`config.mk`:
```
export PLATFORM = sky130hd
export DESIGN_NAME = init_sequencer
export DESIGN_NICKNAME = d
export VERILOG_FILES = /design/src/rtl/init_sequencer.sv
export SDC_FILE = /design/constraint.sdc
export NUM_CORES = 1
export LEC_CHECK = 0
export BUFFER_PORTS_ARGS = -buffer_cell sky130_fd_sc_hd__buf_2
export CORE_ASPECT_RATIO = 1.5
export CORE_MARGIN = 2
export CORE_UTILIZATION = 53
export CTS_CLUSTER_SIZE = 10
export DETAILED_ROUTE_END_ITERATION = 8
export PLACE_DENSITY = 0.76
export SETUP_SLACK_MARGIN = 0.2
export SLEW_MARGIN = 5
export SYNTH_ARGS = -nofsm -noshare
export SYNTH_HDL_FRONTEND = slang
export SYNTH_SLANG_ARGS = --single-unit
```
`constraint.sdc`:
```
create_clock -name iCLK -period 1.87 [get_ports iCLK]
set_input_delay 0.374 -clock iCLK [delete_from_list [all_inputs] [get_ports iCLK]]
set_output_delay 0.374 -clock iCLK [all_outputs]
set_load 0.005 [all_outputs]
```
`src/rtl/init_sequencer.sv`:
```
// Staged power-up sequencer: each stage waits a delay, emits a one-cycle start pulse, then waits for its ack.
// Optional ack timeout with FAULT state: define INIT_SEQ_TIMEOUT_EN.
module init_sequencer #(
  parameter int unsigned CNT_W       = 20,
  parameter int unsigned NUM_STAGES  = 4,
  parameter int unsigned STAGE_DELAY = 20'hFFFFE,
  parameter int unsigned ACK_TIMEOUT = 20'hFFFFF
) (
  input  logic                  iCLK,
  input  logic                  iRST_n,
  input  logic                  iINITIAL_ENABLE,
  input  logic                  iRESTART,
  input  logic [NUM_STAGES-1:0] iSTAGE_ACK,
  output logic [NUM_STAGES-1:0] oSTAGE_START,
  output logic [3:0]            oSTAGE_IDX,
  output logic                  oBUSY,
  output logic                  oDONE,
  output logic                  oFAULT
);

  if (NUM_STAGES < 1 || NUM_STAGES > 16 ||
      64'(STAGE_DELAY) > (64'd1 << CNT_W) - 64'd2 ||
      64'(ACK_TIMEOUT) > (64'd1 << CNT_W) - 64'd1 || ACK_TIMEOUT < 1) begin : g_bad_params
    $error("init_sequencer: parameter out of range");
  end

  typedef enum logic [2:0] {
    S_DELAY,
    S_PULSE,
    S_WAIT_ACK,
    S_DONE,
    S_FAULT
  } state_t;

  localparam logic [CNT_W-1:0] DLY  = CNT_W'(STAGE_DELAY);
  localparam logic [3:0]       LAST = 4'(NUM_STAGES - 1);

  state_t                  state, state_nx;
  logic [CNT_W-1:0]        cnt, cnt_nx;
  logic [3:0]              idx, idx_nx;
  logic [15:0]             ack_ext;
  logic                    ack_hit;
  logic [NUM_STAGES-1:0]   start_nx;
  logic                    busy_nx, done_nx, fault_nx;

  assign ack_ext    = 16'(iSTAGE_ACK);
  assign ack_hit    = ack_ext[idx];
  assign oSTAGE_IDX = idx;

  always_ff @(posedge iCLK or negedge iRST_n) begin
    if (!iRST_n) begin
      state        <= S_DELAY;
      cnt          <= '0;
      idx          <= '0;
      oSTAGE_START <= '0;
      oBUSY        <= 1'b1;
      oDONE        <= 1'b0;
      oFAULT       <= 1'b0;
    end else begin
      state        <= state_nx;
      cnt          <= cnt_nx;
      idx          <= idx_nx;
      oSTAGE_START <= start_nx;
      oBUSY        <= busy_nx;
      oDONE        <= done_nx;
      oFAULT       <= fault_nx;
    end
  end

  always_comb begin
    state_nx = state;
    cnt_nx   = cnt;
    idx_nx   = idx;
    if (iRESTART) begin
      state_nx = S_DELAY;
      cnt_nx   = '0;
      idx_nx   = '0;
    end else begin
      unique case (state)
        S_DELAY: begin
          // Counter parks at the delay value so a late enable still gets its pulse.
          if (cnt == DLY) begin
            if (iINITIAL_ENABLE) begin
              cnt_nx   = '0;
              state_nx = S_PULSE;
            end
          end else begin
            cnt_nx = cnt + CNT_W'(1);
          end
        end
        S_PULSE: begin
          cnt_nx   = '0;
          state_nx = S_WAIT_ACK;
        end
        S_WAIT_ACK: begin
          if (ack_hit) begin
            cnt_nx = '0;
            if (idx == LAST) begin
              state_nx = S_DONE;
            end else begin
              idx_nx   = idx + 4'd1;
              state_nx = S_DELAY;
            end
          end
`ifdef INIT_SEQ_TIMEOUT_EN
          // Fault is entered on the edge where cnt would reach ACK_TIMEOUT.
          else if (cnt == CNT_W'(ACK_TIMEOUT - 1)) begin
            state_nx = S_FAULT;
          end else begin
            cnt_nx = cnt + CNT_W'(1);
          end
`else
          else if (cnt != '1) begin
            cnt_nx = cnt + CNT_W'(1);
          end
`endif
        end
        S_DONE:  ;
        S_FAULT: ;
        default: state_nx = S_DELAY;
      endcase
    end
  end

  // Outputs are decoded from next state so they arrive registered with the state.
  always_comb begin
    start_nx = '0;
    if (state_nx == S_PULSE) begin
      start_nx = NUM_STAGES'(16'd1 << idx_nx);
    end
    busy_nx = (state_nx == S_DELAY) || (state_nx == S_PULSE) || (state_nx == S_WAIT_ACK);
    done_nx = (state_nx == S_DONE);
`ifdef INIT_SEQ_TIMEOUT_EN
    fault_nx = (state_nx == S_FAULT);
`else
    fault_nx = 1'b0;
`endif
  end

endmodule

```
==> flow_metrics.env <==
export IMPL_track_usage=0.2870
export IMPL_dr_total_vias=1967
export IMPL_ant_nets=0
export IMPL_cts_htree_levels=2
export IMPL_number_of_antenna_diodes=0
export IMPL_syn_cell_area_sq_um=1909
export IMPL_rr_endpoint="cnt[2]$_DFFE_PN0P_"
export IMPL_vias_in_the_first_global_route=1922
export IMPL_grt_max_degree=34
export IMPL_reg2reg_slack_ps=-180
export IMPL_hold_path_class="input port to async pin"
export IMPL_crit_reg2reg_launch="cnt[0]$_DFFE_PN0P_"
export IMPL_n_fill_cell=174
export IMPL_hold_ws_ps=146.1
export IMPL_layout_drive_gt1_share=0.4945
export IMPL_power_leakage_nw=1.340
export IMPL_syn_area_per_cell_sq_um=9.692
export IMPL_std_cell_rows=26
export IMPL_floorplan_die_area_sq_um=4108
export IMPL_max_cap_violations=0
export IMPL_finalCritPeriodShare=1.098
export IMPL_worst_endpoint_arrival_ps=2220
export IMPL_async_flop_share=1.000
export IMPL_routed_wire_length_per_instance_microns=19.38
export IMPL_syn_inst=197
export IMPL_antenna_violations_before_repair=0
export IMPL_gpl_final_weighted_congestion=0.9080
export IMPL_remaining_drc_errors=0
export IMPL_preCtsSetupSlack_ps=-163.4
export IMPL_drt_vias_per_instance=6.244
export IMPL_placed_cell_area_sq_um=2349
export IMPL_most_common_layout_cells="sky130_fd_sc_hd__buf_4 (48), sky130_fd_sc_hd__dfrtp_1 (30), sky130_fd_sc_hd__nor2_1 (18), sky130_fd_sc_hd__buf_2 (17), sky130_fd_sc_hd__nand2_1 (11)"
export IMPL_final_nets=283
export IMPL_synthDistinctLibCells=51
export IMPL_port_buffers=17
export IMPL_totalPowerFinal_mw=1.415
export IMPL_hold_viol_final=0
export IMPL_setup_ws_final_ps=-182.5
export IMPL_cts_hold_buf=0
export IMPL_clock_latency_ps=290
export IMPL_skew_ps=3.544
export IMPL_synthesis_yosys_warnings=0
export IMPL_tightestPinTransition_ps=744.7
export IMPL_cts_inserted_buffers=5
export IMPL_power_density_nw_per_um2=506.5
export IMPL_totalWireLength_microns=6104
export IMPL_rsz_0062_raised_after_global_routing="true"
export IMPL_crit_path_max_fanout=6
export IMPL_fmax_ghz=0.4872
export IMPL_grt_ovfl_total=0
export IMPL_grt_first_pass_wirelength_microns=8894
export IMPL_setup_viol_count_final=22
export IMPL_vdd_drop_max_mv=0.7828
export IMPL_clk_pin_slew_worst_paths_ps=60
export IMPL_dp_final_hpwl_microns=3574
export IMPL_floorplan_die_width_microns=53.01
export IMPL_critPathKind="flop to flop"
export IMPL_critical_path_required_ps=2030
export IMPL_design_core_area_sq_um=3416
export IMPL_mostFrequentLayoutCell="sky130_fd_sc_hd__buf_4"
export IMPL_timing_critical_path_to_type="flop"
export IMPL_start_util=0.5590
export IMPL_synth_seq_area_share=0.4332
export IMPL_cts_sinks=33
export IMPL_boundary_pins=19
export IMPL_launch_point_of_the_worst_path="cnt[0]$_DFFE_PN0P_"
export IMPL_yosys_most_used_dff="sky130_fd_sc_hd__dfrtp_1"
export IMPL_final_min_clock_period_ps=2053
export IMPL_cts_tree="built"
export IMPL_cts_root_buffer="sky130_fd_sc_hd__clkbuf_8"
export IMPL_run_status="finished with violations"
export IMPL_syn2layout_area_growth_pct=46.26
export IMPL_failed_checks="setup timing"
export IMPL_ys_ff_latch=33
export IMPL_drt_iter0_drc=73
export IMPL_ctsLongestPathBuffers=2
export IMPL_number_of_flops_mapped_to_enable_cells_by_yosys=0
export IMPL_drt_pass1_iterations=4
export IMPL_slew_headroom=0.5036
export IMPL_synthesis_nets=208
export IMPL_die_h_microns=77.51
export IMPL_maxSlewViolCount=0
export IMPL_crit_path_start_kind="flop"
export IMPL_reg2regPathDepth=9
export IMPL_fin_area_sq_um=2793
how the worst max path moves through the flow:
stage               slack (ps)                   to  cells past startpoint
CTS                        -70   cnt[2]$_DFFE_PN0P_                      7
global placement          -110  cnt[10]$_DFFE_PN0P_                      7
floorplan                 -150   cnt[3]$_DFFE_PN0P_                      7
global route              -260  cnt[15]$_DFFE_PN0P_                     10
detailed placement        -160  cnt[12]$_DFFE_PN0P_                      7
finish                    -180   cnt[2]$_DFFE_PN0P_                      9
flip-flops by register name, summed over array words and instances, names as in the netlist:
signal and flops:
state 3, oSTAGE_IDX 4, cnt 20, oSTAGE_START 4
oDONE 1, oBUSY 1
Yosys cell counts, types with 5 or more instances:
library cell              instances  area share
sky130_fd_sc_hd__nor2b_1          6       0.020
sky130_fd_sc_hd__a21oi_1          5       0.013
sky130_fd_sc_hd__nor2_1          21       0.041
sky130_fd_sc_hd__nor3_1           5       0.013
sky130_fd_sc_hd__nand3_1         11       0.029
sky130_fd_sc_hd__inv_1            7       0.014
sky130_fd_sc_hd__a21o_1           7       0.028
sky130_fd_sc_hd__o21ai_0          7       0.018
sky130_fd_sc_hd__dfrtp_1         32        0.42
sky130_fd_sc_hd__nand4_1          7       0.023
sky130_fd_sc_hd__nand2_1         15       0.029
sky130_fd_sc_hd__a22o_1          10       0.046
power by group:
part	internal, mW	switching (mW)	leakage, nW	total [mW]
Clock	0.300	0.258	0.0455	0.558
Sequential	0.719	0.00794	0.452	0.727
Combinational	0.0564	0.0729	0.842	0.129
Total	1.08	0.339	1.34	1.41
cells by family after synthesis:
kind of cell	after synthesis	share of synthesized area
XOR/XNOR	2	0.009176
other	1	0.001964
AO/OA/AOI/OAI	49	0.2163
multiplexers	2	0.01376
buffers and inverters	15	0.04521
adder cells (fa/ha/maj)	3	0.01966
flip-flops	33	0.4332
AND/OR/NAND/NOR	92	0.2608
worst max-delay path, cell delays in order (launching register included):
cell	delay [ps]
sky130_fd_sc_hd__dfrtp_1	420
sky130_fd_sc_hd__inv_1	90
sky130_fd_sc_hd__ha_2	190
sky130_fd_sc_hd__nand3_4	110
sky130_fd_sc_hd__o31ai_4	290
sky130_fd_sc_hd__a31oi_4	70
sky130_fd_sc_hd__nor3_4	290
sky130_fd_sc_hd__nor2_2	100
sky130_fd_sc_hd__buf_6	150
sky130_fd_sc_hd__a22o_1	230
per-stage QoR:
step / setup TNS (ps) / std cells / utilization
final: -2607 / 315 / 0.8176
after global routing: -4146 / 315 / 0.8176
after CTS: -926.0 / 311 / 0.7630
after detailed placement: -1844 / 294 / 0.6875
after global placement: -1393 / 294 / 0.6875
after floorplan: -1891 / 197 / -
metal layers:
layer,up-vias,global-route usage,wire length [microns]
met5,-,0,0
met4,0,0.08205,346
met3,32,0.04615,297
met2,85,0.5113,3131
met1,976,0.3429,2329
li1,874,-,-
cell type report:
cell class / instances / area (sq um) / share of cell area
multi-input combinational: 149 / 1216 / 0.4355
inverter: 7 / 26.28 / 0.009409
tap: 42 / 52.55 / 0.01882
timing repair buffer: 76 / 578.1 / 0.2070
clock buffer: 8 / 90.09 / 0.03226
sequential: 33 / 829.5 / 0.2970
repair_timing:
| item | CTS | global route |
|---|---|---|
| hold endpoints to repair | 0 | 0 |
| resized for setup | 24 | 34 |
| buffers inserted | 9 | 4 |
| cloned | 0 | 0 |
| endpoints found under the setup margin | 28 | 30 |
| pin swaps | 15 | 22 |
(Power assumes the default switching activity.)
